**config.mk**
```make
export PLATFORM = sky130hd
export DESIGN_NAME = if_id_queue
export DESIGN_NICKNAME = d
export VERILOG_FILES = /design/src/rtl/if_id_queue.sv
export SDC_FILE = /design/constraint.sdc
export NUM_CORES = 1
export LEC_CHECK = 0
export ABC_AREA = 1
export CORE_ASPECT_RATIO = 1.25
export CORE_MARGIN = 2
export CORE_UTILIZATION = 55
export DETAILED_ROUTE_END_ITERATION = 8
export PLACE_DENSITY = 0.8
export SLEW_MARGIN = 5
export SYNTH_ARGS = -nofsm -noshare
export SYNTH_HDL_FRONTEND = slang
export SYNTH_SLANG_ARGS = --single-unit
```
**constraint.sdc**
```tcl
create_clock -name clk -period 5.7 [get_ports clk]
set_clock_uncertainty 0.05 [all_clocks]
set_input_delay 0.57 -clock clk [delete_from_list [all_inputs] [get_ports clk]]
set_output_delay 0.57 -clock clk [all_outputs]
set_load 0.1 [all_outputs]
```
**src/rtl/if_id_queue.sv**
```systemverilog
// Fetch-to-decode instruction queue: circular buffer of {pc, inst} pairs with a
// valid/ready handshake toward decode and a stall back-pressure signal toward fetch.
module if_id_queue #(
  parameter int unsigned     XLEN     = 32,
  parameter int unsigned     ILEN     = 32,
  parameter int unsigned     DEPTH    = 4,
  parameter logic [ILEN-1:0] NOP_INST = 32'h0000_0013
) (
  input  logic                     clk,
  input  logic                     rst,
  input  logic                     flush_i,
  input  logic                     fetch_valid_i,
  input  logic [XLEN-1:0]          fetch_pc_i,
  input  logic [ILEN-1:0]          fetch_inst_i,
  output logic                     stall_o,
  output logic                     dec_valid_o,
  output logic [XLEN-1:0]          dec_pc_o,
  output logic [ILEN-1:0]          dec_inst_o,
  input  logic                     dec_ready_i,
  output logic [$clog2(DEPTH):0]   count_o
);

  localparam int unsigned PtrW = $clog2(DEPTH);
  localparam int unsigned CntW = PtrW + 1;

  logic [XLEN-1:0] pc_mem   [DEPTH];
  logic [ILEN-1:0] inst_mem [DEPTH];

  logic [PtrW-1:0] wr_ptr_q, wr_ptr_d;
  logic [PtrW-1:0] rd_ptr_q, rd_ptr_d;
  logic [CntW-1:0] count_q, count_d;

  logic full, empty, push, pop;

  always_comb begin
    full  = (count_q == CntW'(DEPTH));
    empty = (count_q == '0);
    pop   = !empty && dec_ready_i;
    // A full queue still accepts a push when the head leaves in the same cycle.
    push  = fetch_valid_i && !flush_i && (!full || pop);
  end

  always_comb begin
    dec_valid_o = !empty;
    dec_pc_o    = empty ? '0 : pc_mem[rd_ptr_q];
    dec_inst_o  = empty ? NOP_INST : inst_mem[rd_ptr_q];
    stall_o     = full && !pop;
    count_o     = count_q;
  end

  always_comb begin
    wr_ptr_d = wr_ptr_q;
    rd_ptr_d = rd_ptr_q;
    count_d  = count_q + CntW'(push) - CntW'(pop);
    if (push) wr_ptr_d = wr_ptr_q + 1'b1;
    if (pop)  rd_ptr_d = rd_ptr_q + 1'b1;
    if (flush_i) begin
      wr_ptr_d = '0;
      rd_ptr_d = '0;
      count_d  = '0;
    end
  end

  always_ff @(posedge clk) begin
    if (rst) begin
      wr_ptr_q <= '0;
      rd_ptr_q <= '0;
      count_q  <= '0;
    end else begin
      wr_ptr_q <= wr_ptr_d;
      rd_ptr_q <= rd_ptr_d;
      count_q  <= count_d;
    end
  end

  // Storage needs no reset; reads are masked while empty.
  always_ff @(posedge clk) begin
    if (push) begin
      pc_mem[wr_ptr_q]   <= fetch_pc_i;
      inst_mem[wr_ptr_q] <= fetch_inst_i;
    end
  end

  a_count_bound: assert property (@(posedge clk) disable iff (rst)
    count_q <= CntW'(DEPTH));

  a_no_underflow: assert property (@(posedge clk) disable iff (rst)
    (empty |-> !pop));

  a_head_stable: assert property (@(posedge clk) disable iff (rst)
    (dec_valid_o && !dec_ready_i && !flush_i) |=> ($stable(dec_pc_o) && $stable(dec_inst_o)));

endmodule

```
After elaboration in Yosys (flattened, before gate mapping)
Memory sizes are Yosys's and may differ from the RTL's. A register that Yosys moved wholly into a read port is not among the register bits. Cells that the tools add are included.

Bits in registers: 7. Latch bits: 0. Bits in writable memories: 256. Memory bits (read-only): 0. Input bits: 69. Output and inout bits: 69. Word-level logic and storage cells: 29. Memories: 2.

Add/subtract/negate cells: 4. Multiply operators: 0. Div/mod/pow operators: 0. $lt $le $gt $ge: 0. Eq/ne operators: 1. Shift-type cells: 0. Muxes and demuxes: 8. Bitwise gates (word level): 0. Reductions and logical operators: 11.

Memories: inst_mem (depth 4, width 32, read ports 1, clocked after Yosys merged registers in 1, write ports 1, line 27) `logic [ILEN-1:0] inst_mem [DEPTH];`; pc_mem (depth 4, width 32, read ports 1, clocked after Yosys merged registers in 1, write ports 1, line 26) `logic [XLEN-1:0] pc_mem [DEPTH];`.

Operators with widths (count): 32-bit two-way mux (2); 2-bit two-way mux (4); 2-bit by 1-bit adder with 2-bit output, second input constant (2); 1-bit logical AND (4); 1-bit logical NOT (4); 3-bit by 1-bit adder with 3-bit output (1); 3-bit == test, second input constant (1); 3-bit logical NOT (1); 3-bit by 1-bit subtractor with 3-bit output (1); 1-bit two-way mux (2); 2-bit OR reduction (1); 1-bit logical OR (1).

Longest topological paths before layout
Depth after elaboration: 7. Depth in mapped cells: 10. Mapped depth without buffers: 10.

Worst setup path before layout
Ideal clock, no wire load.

Path type: reg-to-reg. Start: register count_q[1], in the netlist count_o[1]. End: memory inst_mem[0][0], enable pin. Library setup time: 0.487 ns. Data arrival time: 4.150 ns. Required time: 5.163 ns. Setup slack: 1.014 ns. Stages on the path, launching flop included: 5. Buffers on the path: 0. Period minus slack after synthesis: 4.686 ns. Cells stage by stage: dfxtp_1 > nor2_1 > nand3_1 > nand2_1 > nor2_1.

Word-level cells in the longest chain between the ends: 7. Elaborated cells between the ends (all ways): 9. Those cells by class: 1 x eq/ne; 2 x mux; 6 x reduce/logical.

Ends and longest elaborated chain: from (decl) (line 31) `logic [CntW-1:0] count_q, count_d;`; from (signal assigned) (line 72) `count_q <= count_d;`; 3-bit logical NOT (line 37) `empty = (count_q == '0);`; 1-bit logical NOT (line 38) `pop = !empty && dec_ready_i;`; 1-bit logical AND (line 38); 1-bit logical OR (*) (line 40) `push = fetch_valid_i && !flush_i && (!full || pop);`; 1-bit logical AND (*) (line 40); 1-bit two-way mux (*) (line 78) `if (push) begin`; 1-bit two-way mux (implied by the code) (*) (line 80) `inst_mem[wr_ptr_q] <= fetch_inst_i;`; to (decl) (line 27).

Every way passes the cells marked *; elsewhere a longest branch is shown, timed or not.

==> summary.md <==
| Metric | Value |
|---|---|
| Clock Path Buffers | 3 |
| DR iter-0 viols | 586 |
| GRT Util Overall | 0.217 |
| Final HPWL DP | 12500 um |
| Family with the most delay on the worst path | buffers and inverters |
| Die H | 158 um |
| Number of global-route vias before repair | 6677 |
| Clock latency on the worst-skew pair | 0.51 ns |
| ANT nets after route | 0 |
| Gr ovfl total | 0 |
| CP Capture Type | primary output |
| Setup TNS | 0 ns |
| Root buf cell | clkbuf_16 |
| Final Hold Viols | 0 |
| Number of synthesis warnings | 0 |
| Routed wire per std cell | 18.4 um |
| Max incr delay on CP | 1.02 ns |
| Crit-path slowest cell | clkdlybuf4s50_1 |
| H-tree levels | 1 |
| # setup viols final | 0 |
| Number of max-cap violations | 0 |
| Yosys top cell by area | edfxtp_1 |
| Starting Density | 0.558 |
| Final Core Density | 0.683 |
| Status | complete, no violations |
| Synth Cell Area | 10400 um^2 |
| Final hold slack | 0.456 ns |
| First-pass GRT wire length | 33800 um |
| GP Congestion | 0.767 |
| Top cells by area, synth | edfxtp_1 (74%), nor2_1 (9.3%), o21ai_0 (5.7%) |
| Die footprint | 20100 um^2 |
| Final Critical Period | 4.69 ns |
| Post-CTS setup buffers | 0 |
| Max Clock Freq | 213 MHz |
| GR Layer Usage met3 | 0.0345 |
| Largest net degree at the start of global routing | 69 |
| Hold crit path type | reg -> reg |
| Maximum vdd drop | 0.321 mV |
| Syn avg cell area | 12.6 um^2 |
| Post-Syn Nets | 903 |
| Final Cycle Share | 0.822 |
| Port Buffer Count | 137 |
| Core area | 18700 um^2 |
| Post-route cell area | 12800 um^2 |
| Die Wd | 127 um |
| Pre-Repair DR Iteration Count | 5 |
| Initial antenna violation count | 2 |
| CP Max Fanout | 62 |
| Met1 usage | 0.272 |
| Commonest non-fill, non-tap cell in the layout | edfxtp_1 |
| CP cell instances | clkinv_2 > buf_4 > o21ai_0 > a21oi_1 > clkdlybuf4s50_1 |
| GRT busiest layer | met2 |
| Commonest non-fill, non-tap cells in the layout | edfxtp_1 (256), nor2_1 (255), clkdlybuf4s50_1 (137) |
| CTS Buf Count | 24 |
| CTS tree | yes |
| M2 GR Usage | 0.385 |
| CTS Hold Buffers Added | 0 |
| DP Area | 11900 um^2 |
| Synth top area share | 0.736 |
| Cells after Synth | 827 |
| Post-CTS sizing | 0 |
| Cell variety after synth | 18 |
| Ports | 138 |
| Rel. slew slack | 0.213 |
| Slew at the pin closest to its max-slew limit | 1.18 ns |
| Slew Limit Fails | 0 |
| Share of cells above drive strength 1 | 0.0628 |
| Unrepaired setup endpoints after global routing | no |
| CP Launch Type | flop |
| Vias per cell | 5.56 |
| Cell Rows | 56 |
| Drt drc | 0 |
| Pwr per Cell Area | 351 nW/um^2 |
| P_leak | 4.33 nW |
| Nets | 1030 |
| Buf/Inv on CP | 3 |
| Clock-pin slew on the worst setup and hold paths | 0.06 ns |
| CP arrival | 4.07 ns |
| CP Data Required Time | 5.08 ns |
| Total wire length | 22100 um |
| Critical path class | reg -> out |
| Synth-to-layout area growth | 22.3% |
| Part of the Yosys area used for sequential elements | 0.753 |
| Total vias in the final route | 6705 |
| CTS Sinks | 265 |
| Yosys reg bits | 265 |
-- flip-flops by register name (all words and copies together), names as in the netlist, named ones only --
signal / count
pc_mem: 128
inst_mem: 128
count_o: 3
wr_ptr_q: 2
rd_ptr_q: 2
-- path summary, 6_finish.rpt --
path	startpoint	endpoint	slack (ns)	depth (start not counted)
setup / recovery	flop	dec_pc_o[31]	1.01	5
hold / removal	rd_ptr_q[1]	flop	0.46	2
setup reg to reg	count_o[1]	inst_mem[0][15]	2.98	5
hold reg to reg	rd_ptr_q[1]	flop	0.46	2
-- power by group --
part           switching (mW)  leakage (nW)  internal, mW
Combinational           0.458          1.51         0.144
Clock                   0.675         0.416          1.02
Sequential             0.0147          2.40          2.17
-- metrics by stage --
stage / worst slack (ns) / std cells / power [mW]
floorplan: 1.01 / 827 / 2.65
global placement: 1.76 / 1160 / 2.82
detailed placement: 1.60 / 1160 / 2.83
CTS: 1.05 / 1204 / 4.50
global route: 0.807 / 1205 / 4.61
finish: 1.01 / 1205 / 4.49
-- worst min-delay path: cells and delay by family (launching register included) --
kind,cells,cell delay [ns]
AOI/OAI and AO/OA,1,0.07
and+or+nand+nor,1,0.07
DFF,1,0.32
-- synthesized netlist by cell type --
master / n
o21ai_0: 120
buf_6: 16
inv_2: 4
clkbuf_1: 10
nand2_1: 25
nand3_1: 5
xor2_1: 1
o21ai_1: 5
a21oi_1: 70
buf_2: 13
nor2_1: 259
dfxtp_1: 9
buf_1: 6
fa_1: 1
ha_1: 6
buf_4: 2
edfxtp_1: 256
inv_1: 19
-- routing by layer --
metal | wire length, um | share of wire | vias up
met3 | 1360 | 0.062 | 43
met5 | 14 | 0.00063 | -
met4 | 495 | 0.022 | 2
met2 | 11500 | 0.52 | 248
li1 | - | - | 3153
met1 | 8720 | 0.39 | 3259
-- kinds of logic (layout without fill, tap and decap cells) --
| logic type | Yosys count | in the layout | share of synthesized area |
|---|---|---|---|
| compound gates | 195 | 195 | 0.0934 |
| xor+xnor | 1 | 1 | 0.000839 |
| other cells | 0 | 1 | 0 |
| fa+ha+maj | 7 | 7 | 0.00910 |
| flops | 265 | 265 | 0.753 |
| simple gates | 289 | 289 | 0.104 |
| buf+inv | 70 | 215 | 0.0389 |
-- final cells by class --
| type | instances | area [um^2] |
|---|---|---|
| Fill cell | 1287 | 5930 |
| Tap cell | 232 | 290 |
| Clock buffer | 26 | 629 |
| Inverter | 23 | 87.6 |
| Clock inverter | 18 | 216 |
| Timing Repair Buffer | 148 | 1480 |
| Multi-Input combinational cell | 492 | 2200 |
| Sequential cell | 265 | 7870 |
| Antenna cell | 1 | 2.50 |
Power figures use the tool's default switching activity.
